**config.mk**
```make
export PLATFORM = sky130hd
export DESIGN_NAME = hs32_aic
export DESIGN_NICKNAME = d
export VERILOG_FILES = /design/src/rtl/hs32_aic_pkg.sv /design/src/rtl/hs32_aic_prio.sv /design/src/rtl/hs32_aic.sv
export SDC_FILE = /design/constraint.sdc
export NUM_CORES = 2
export LEC_CHECK = 0
export CAP_MARGIN = 20
export CELL_PAD_IN_SITES_DETAIL_PLACEMENT = 0
export CELL_PAD_IN_SITES_GLOBAL_PLACEMENT = 2
export CORE_AREA = 2 2 360 362
export DETAILED_ROUTE_END_ITERATION = 16
export DIE_AREA = 0 0 362 364
export MAX_ROUTING_LAYER = met4
export PLACE_DENSITY_LB_ADDON = 0.1
export SETUP_SLACK_MARGIN = 0.1
export SYNTH_ARGS = -nofsm -noshare
export SYNTH_HDL_FRONTEND = slang
export SYNTH_SLANG_ARGS = --single-unit
```
**constraint.sdc**
```tcl
create_clock -name i_clk -period 5.55 [get_ports i_clk]
set_input_delay 1.665 -clock i_clk [delete_from_list [all_inputs] [get_ports i_clk]]
set_output_delay 1.665 -clock i_clk [all_outputs]
set_load 0.01 [all_outputs]
```
**src/rtl/hs32_aic_pkg.sv**
```systemverilog
// Shared constants for the hs32 interrupt controller: line count, register offsets, FSM states.
// Optional priority arbitration is enabled with `define HS32_AIC_PRIORITY_EN.
package hs32_aic_pkg;

  localparam int NLINES = 24;

  localparam logic [6:0] HT_BASE    = 7'h00;
  localparam logic [6:0] EN_OFF     = 7'h60;
  localparam logic [6:0] PEND_OFF   = 7'h64;
  localparam logic [6:0] PRI_LO_OFF = 7'h68;
  localparam logic [6:0] PRI_HI_OFF = 7'h6C;

  typedef enum logic {
    IDLE = 1'b0,
    REQ  = 1'b1
  } state_t;

  function automatic logic [NLINES-1:0] onehot(input logic [4:0] idx);
    onehot = {{(NLINES-1){1'b0}}, 1'b1} << idx;
  endfunction

endpackage

```
**src/rtl/hs32_aic_prio.sv**
```systemverilog
// Combinational arbiter: picks the winning eligible line; line 0 always wins.
// With HS32_AIC_PRIORITY_EN the highest 2-bit PRI wins (ties to lowest index), else lowest index.
module hs32_aic_prio
  import hs32_aic_pkg::*;
(
  input  logic [NLINES-1:0]   eligible,
  input  logic [2*NLINES-1:0] pri,
  output logic                found,
  output logic [4:0]          idx
);

`ifdef HS32_AIC_PRIORITY_EN
  logic [1:0] best_s;
  logic       have_s;

  // Highest priority among lines 1..N-1, strict compare keeps the lowest index on ties
  always_comb begin
    found  = |eligible;
    idx    = 5'd0;
    best_s = 2'd0;
    have_s = 1'b0;
    for (int i = 1; i < NLINES; i++) begin
      if (eligible[i] && (!have_s || (pri[2*i +: 2] > best_s))) begin
        have_s = 1'b1;
        best_s = pri[2*i +: 2];
        idx    = 5'(i);
      end else begin
      end
    end
    if (eligible[0]) begin
      idx = 5'd0;
    end else begin
    end
  end
`else
  logic unused_pri_s;
  assign unused_pri_s = ^pri;

  // Lowest eligible index wins, which also makes line 0 unbeatable
  always_comb begin
    found = |eligible;
    idx   = 5'd0;
    for (int i = NLINES - 1; i >= 0; i--) begin
      if (eligible[i]) begin
        idx = 5'(i);
      end else begin
      end
    end
  end
`endif

endmodule

```
**src/rtl/hs32_aic.sv**
```systemverilog
// hs32 interrupt controller: edge-triggered pending bits, handler table, mask, single-request FSM.
// Define HS32_AIC_PRIORITY_EN to add per-line 2-bit priorities at 0x68/0x6C.
module hs32_aic
  import hs32_aic_pkg::*;
#(
  parameter int NLINES = hs32_aic_pkg::NLINES
) (
  input  logic              i_clk,
  input  logic              reset,
  input  logic [NLINES-1:0] interrupts,
  input  logic              stb,
  output logic              ack,
  input  logic              rw,
  input  logic [6:0]        addr,
  input  logic [31:0]       dtw,
  output logic [31:0]       dtr,
  output logic [31:0]       handler,
  output logic              intrq,
  output logic [4:0]        vec,
  output logic              nmi,
  input  logic              iack
);

  logic [NLINES-1:0]   irq_q_r;
  logic [NLINES-1:0]   pending_r;
  logic [NLINES-1:0]   en_r;
  logic [31:0]         ht_r [NLINES];
  logic [2*NLINES-1:0] pri_s;
  state_t              state_r;

  logic [NLINES-1:0] rise_s;
  logic [NLINES-1:0] clr_s;
  logic [NLINES-1:0] eligible_s;
  logic [6:0]        reg_off_s;
  logic [6:0]        ht_off_s;
  logic [4:0]        ht_idx_s;
  logic              ht_hit_s;
  logic              wr_s;
  logic [31:0]       rd_s;
  logic              found_s;
  logic [4:0]        win_s;
  logic              unused_addr_s;

  assign reg_off_s     = {addr[6:2], 2'b00};
  assign unused_addr_s = ^addr[1:0];
  assign ht_off_s      = reg_off_s - HT_BASE;
  assign ht_hit_s      = ht_off_s < 7'(4 * NLINES);
  assign ht_idx_s      = ht_off_s[6:2];
  assign wr_s          = stb & rw;

  // A new edge always beats a clear in the same cycle, whether from the bus or from iack
  assign rise_s     = interrupts & ~irq_q_r;
  assign clr_s      = (((wr_s && (reg_off_s == PEND_OFF)) ? dtw[NLINES-1:0] : {NLINES{1'b0}})
                    | (((state_r == REQ) && iack) ? onehot(vec) : {NLINES{1'b0}}));
  assign eligible_s = pending_r & (en_r | onehot(5'd0));

`ifdef HS32_AIC_PRIORITY_EN
  logic [2*NLINES-1:0] pri_r;
  assign pri_s = pri_r;
`else
  assign pri_s = {(2*NLINES){1'b0}};
`endif

  hs32_aic_prio u_prio (
    .eligible (eligible_s),
    .pri      (pri_s),
    .found    (found_s),
    .idx      (win_s)
  );

  // Register read mux; unmapped offsets read as zero
  always_comb begin
    rd_s = 32'd0;
    if (ht_hit_s) begin
      rd_s = ht_r[ht_idx_s];
    end else if (reg_off_s == EN_OFF) begin
      rd_s = {{(32-NLINES){1'b0}}, en_r};
    end else if (reg_off_s == PEND_OFF) begin
      rd_s = {{(32-NLINES){1'b0}}, pending_r};
`ifdef HS32_AIC_PRIORITY_EN
    end else if (reg_off_s == PRI_LO_OFF) begin
      rd_s = {{(32-NLINES){1'b0}}, pri_r[NLINES-1:0]};
    end else if (reg_off_s == PRI_HI_OFF) begin
      rd_s = {{(32-NLINES){1'b0}}, pri_r[2*NLINES-1:NLINES]};
`endif
    end else begin
      rd_s = 32'd0;
    end
  end

  // Bus registers, edge detector and pending bits
  always_ff @(posedge i_clk) begin
    if (reset) begin
      ack       <= 1'b0;
      dtr       <= 32'd0;
      irq_q_r   <= {NLINES{1'b0}};
      pending_r <= {NLINES{1'b0}};
      en_r      <= {NLINES{1'b0}};
      for (int i = 0; i < NLINES; i++) begin
        ht_r[i] <= 32'd0;
      end
`ifdef HS32_AIC_PRIORITY_EN
      pri_r <= {(2*NLINES){1'b0}};
`endif
    end else begin
      irq_q_r   <= interrupts;
      pending_r <= (pending_r & ~clr_s) | rise_s;
      ack       <= stb;
      if (stb) begin
        dtr <= rd_s;
      end
      if (wr_s) begin
        if (ht_hit_s) begin
          ht_r[ht_idx_s] <= dtw;
        end
        if (reg_off_s == EN_OFF) begin
          en_r <= dtw[NLINES-1:0];
        end
`ifdef HS32_AIC_PRIORITY_EN
        if (reg_off_s == PRI_LO_OFF) begin
          pri_r[NLINES-1:0] <= dtw[NLINES-1:0];
        end
        if (reg_off_s == PRI_HI_OFF) begin
          pri_r[2*NLINES-1:NLINES] <= dtw[NLINES-1:0];
        end
`endif
      end
    end
  end

  // Request FSM: outputs are frozen in REQ until the CPU acknowledges
  always_ff @(posedge i_clk) begin
    if (reset) begin
      state_r <= IDLE;
      intrq   <= 1'b0;
      vec     <= 5'd0;
      handler <= 32'd0;
      nmi     <= 1'b0;
    end else begin
      case (state_r)
        IDLE: begin
          if (found_s) begin
            state_r <= REQ;
            intrq   <= 1'b1;
            vec     <= win_s;
            handler <= ht_r[win_s];
            nmi     <= (win_s == 5'd0);
          end
        end
        REQ: begin
          if (iack) begin
            state_r <= IDLE;
            intrq   <= 1'b0;
            nmi     <= 1'b0;
          end
        end
        default: begin
          state_r <= IDLE;
          intrq   <= 1'b0;
          nmi     <= 1'b0;
        end
      endcase
    end
  end

endmodule

```
# Word level (Yosys, flattened, before mapping)
# Memory sizes are Yosys's and may differ from the RTL's. A register that Yosys moved wholly into a read port is not among the register bits.
# Cells that the tools add are included.
# word_totals
inputBits,68
output_inout_bits,72
mem_bits_rw,768
register_bits,113
word_cells,79
mem_count,1
# classes
n_eq_ne,4
n_mux,46
bitwise_logic,9
n_reduce_logical,8
n_shift,1
order_cmp,1
# memory_table
name,words,word_bits,rd,rd_ports_with_merged_regs,write_ports,line,source
ht_r,24,32,2,1,24,hs32_aic.sv:27,logic [31:0] ht_r [NLINES];
# ops
operator,n
$mux 5,25
$mux 24,4
$and 24x24->24,3
$mux 32,2
$not 24->24,2
$or 24x24->24,2
$reduce_or 32->1,1
$reduce_or 24->1,1
$shl 1x5->24 const A,1
$mux 1,12
$eq 5x5->1 const B,2
$lt 7x7->1 const B,1
$pmux 1 s2,3
$reduce_and 2->1,3
$logic_not 5->1,1
$ne 2x2->1 const B,2
$logic_and 1x1->1,2
$and 1x1->1,1
$not 1->1,1

# Logic depth before layout (Yosys ltp)
# logic_depth
word_depth,28
depth_mapped,11
depth_no_buf,8

# Hierarchy
# From an unflattened synthesis, not the netlist that was laid out.
# hier_totals
hier_cells,3895
hier_area_um2,56546.7
# by_module_without_submodules
mod,n_inst,seq_area_each_um2,cells_per_inst,area_each_um2
hs32_aic,1,33652.3,3847,56237.7
hs32_aic_prio,1,0.0,48,309.0

# Worst setup path before layout
# Ideal clock, no wire load.
# synth_path
path_type,input -> register
from,in addr[4]
to,mem ht_r[13][0] (enable)
required_time_ps,5084
stages,4
arrival_time_ps,5125
setup_slack_ps,-41
setup_time_ps,466
path_buffers,2
path_cell_list,clkbuf_1 -> buf_1 -> nand2_1 -> o21ai_0
# synth_rtl
element,line,source
start: declaration,hs32_aic.sv:14,"input logic [6:0] addr,"
end: declaration,hs32_aic.sv:27,

# Final worst setup path
# layout_path
from,reg pending_r[8]
to,"reg handler[24], read port of ht_r"
# layout_via
elab_chain_len,10
elab_cells_between_ends,12
classes_between,9 x mux; 1 x bitwise; 2 x reduce/logical
# layout_lines
element,line,source
start: declaration,hs32_aic.sv:25,logic [NLINES-1:0] pending_r;
start signal: assignment,hs32_aic.sv:97,pending_r <= {NLINES{1'b0}};
start signal: assignment,hs32_aic.sv:107,pending_r <= (pending_r & ~clr_s) | rise_s;
$and 24x24->24 (*),hs32_aic.sv:55,assign eligible_s = pending_r & (en_r | onehot(5'd0));
$mux 5 (9 in a row),hs32_aic_prio.sv:44,if (eligible[i]) begin
end: declaration,hs32_aic.sv:17,"output logic [31:0] handler,"
# Mark *: on every way between the ends. The rest lies on a longest branch, timed or not.
# A chain may end at the register's enable or synchronous reset.

==> flow_summary.yaml <==
worst_setup_path:
  worst_ep_required_time_ps: 6090
  worst_setup_path_start_kind: "flop"
  crit_fanout: 39
  arrival_ps: 4770
  end_kind: "flop"
  r2r_cells: 8
  r2r_end: "handler[24]"
  timing.rr.start: "pending_r[8]"
  path_class: "reg2reg"
  r2r_slack_ps: 1320
clock_network:
  clk_path_buf_depth: 3
  cts.sinks: 913
  clock-root-buffer: "clkbuf_16"
  cts_resized: 0
  h-tree-depth: 3
  postCtsSetupBuffers: 0
  cts_buffers: 109
  hold_buffers: 0
  clk_latency_ps: 750
  path_clk_slew_ps: 60
  cts_tree: "built"
synthesis:
  yosysMostFrequentCell: "and2_1"
  synth_area_sq_mm: 0.0483
  ys_seq_area_frac: 0.537
  synthesis.nets: 4364
  async_reset_ff_frac: 0
  synth_edf_count: 768
  netlist_instances: 4296
  avgSynthCellArea_sq_um: 11.2
  synth_top_cell_by_area: "edfxtp_1"
  synth_top_flop_cell: "edfxtp_1"
  synth_commonest_cells: "and2_1, edfxtp_1, nand3_1"
  yosys_warnings: 0
  ys_top_cells_by_area: "edfxtp_1, and2_1, mux4_2"
  synth_top_area_frac: 0.477
  synth_cell_types: 65
  synth-seq-cells: 913
sta:
  hold_viol: 0
  maxSlewHeadroom: 0.149
  finClkSkew_ps: 34.9
  final_max_slew_viol_count: 0
  period_minus_slack_ps: 4230
  grt_setup_unrepaired: "false"
  setup_viol: 0
  worst_slew_pin_slew_ps: 1280
  setup_tns_ps: 0
  final.period_utilization: 0.763
  fmax_ghz: 0.236
floorplanning:
  dieArea_sq_mm: 0.132
  die-width_um: 362
  num_io_pins: 140
  die_h_um: 364
  initial_utilization: 0.376
  core_sq_mm: 0.128
  rows: 132
drt:
  route.detailed.drc: 0
  postRouteAntennaNets: 0
  firstDrtPassIters: 7
  viasPerCell: 6.34
  vias: 38800
  totalWireLength_um: 222000
  detail_route.wl_per_cell_um: 36.4
  first_iter_violations: 5754
worst_hold_path:
  holdPathEnd: "handler[8]"
  worstHoldPathCells: 2
  min_path_type: "reg2reg"
  worstHoldStart: "handler[8]"
layout:
  fin_nets: 4395
  n_fill_cell: 11900
  layout-drive-gt1-share: 0.162
  final_area_sq_mm: 0.0564
  synthToLayoutAreaGrowth_pct: 16.8
run:
  cap_violations: 0
global_routing:
  gr-total-overflow: 0
  antenna_found_initial: 25
  grtUsageTotal: 0.343
  grt_max_degree: 130
  grt_pass1_wl_um: 305000
  grt_pass1_vias: 37000
placement:
  gp_congestion: 0.906
  place_area_sq_mm: 0.0528
  port_buffers: 137
  dp_hpwl_um: 142000
status:
  outcome: "completed"
pwr:
  cellPowerDensity_mw_per_mm2: 308
  ir_worst_vdd_uv: 227
  p_leak_nw: 19.2
[state kept, by name (all words and copies together) (netlist names)]
name	flops
en_r	24
irq_q_r	24
ht_r	768
nmi	1
handler	32
ack	1
intrq	1
dtr	32
pending_r	24
state_r	1
vec	5
[cells in the final DEF (no fill, tap or decap), drive strengths merged, types with 8 or more instances in the layout]
master	instances
and2	775
edfxtp	768
nand3	421
nand2	377
buf	246
o21ai	223
mux4	203
clkbuf	159
dfxtp	145
a21oi	138
clkdlybuf4s50	124
nor2	89
a31oi	75
a22oi	74
nand4	72
nor2b	48
a221oi	47
mux2i	41
clkinv	32
and3	30
a222oi	30
o2111ai	30
nand2b	29
a32oi	28
o211ai	26
nor3	25
a211oi	23
inv	19
a41o	16
a221o	16
diode	14
o22ai	14
a32o	12
mux2	10
nor4	9
a21o	8
[worst max-delay path by stage]
stage | startpoint | end | slack (ps) | cells after the start
2_1_floorplan | addr[4] | ht_r[13][0] | -40 | 4
3_3_place_gp | addr[5] | ht_r[1][2] | 730 | 6
3_5_place_dp | addr[5] | ht_r[1][2] | 720 | 6
4_1_cts | pending_r[8] | handler[24] | 1390 | 8
5_1_grt | pending_r[8] | handler[16] | 1350 | 9
6_report | pending_r[8] | handler[24] | 1320 | 8
[power breakdown]
| part | internal, mW | switching, mW |
|---|---|---|
| registers | 7.79 | 0.246 |
| clock network | 4.27 | 3.08 |
| logic | 0.684 | 1.27 |
[layer usage]
| layer | part of all wire | vias to the layer above | global-route usage |
|---|---|---|---|
| li1 | - | 16200 | - |
| met5 | 0 | - | - |
| met4 | 0.039 | 0 | 0.120 |
| met1 | 0.41 | 20100 | 0.457 |
| met2 | 0.46 | 2180 | 0.530 |
| met3 | 0.087 | 356 | 0.0580 |
[cell families after synthesis]
| family | count (synthesis) | synth area share |
|---|---|---|
| compound gates | 778 | 0.108 |
| buf+inv | 462 | 0.0389 |
| flops | 913 | 0.537 |
| mux | 254 | 0.105 |
| simple gates | 1889 | 0.210 |
[worst max-delay path, cell delays in order, from the launching register on]
cell and delay (ps):
dfxtp_1 440, a22oi_1 180, and4_1 250, a221o_1 420, a211o_4 640, nand2_4 590
o2111ai_1 250, a32oi_1 1070, nand4_1 160
[per-stage QoR]
stage,power [mW],instances,utilization,setup WS (ps),hold WS [ps]
2_1_floorplan,9.06,4296,-,-41.0,436
3_3_place_gp,10.1,5888,0.411,733,447
3_5_place_dp,10.1,5891,0.411,715,449
4_1_cts,17.4,6099,0.439,1390,464
5_1_grt,17.8,6103,0.439,1350,477
6_report,17.3,6113,0.440,1320,464
[cell type report]
type,instances,area (sq um),share of cell area
antenna,14,35.0,0.000621
timing repair buffer,370,3640,0.0646
inverter,12,45.0,0.000799
clock buffer,159,3170,0.0562
multi-input combinational,2921,21000,0.372
sequential,913,26000,0.460
tap,1675,2100,0.0372
clock inverter,49,439,0.00779
(Power assumes the default switching activity.)
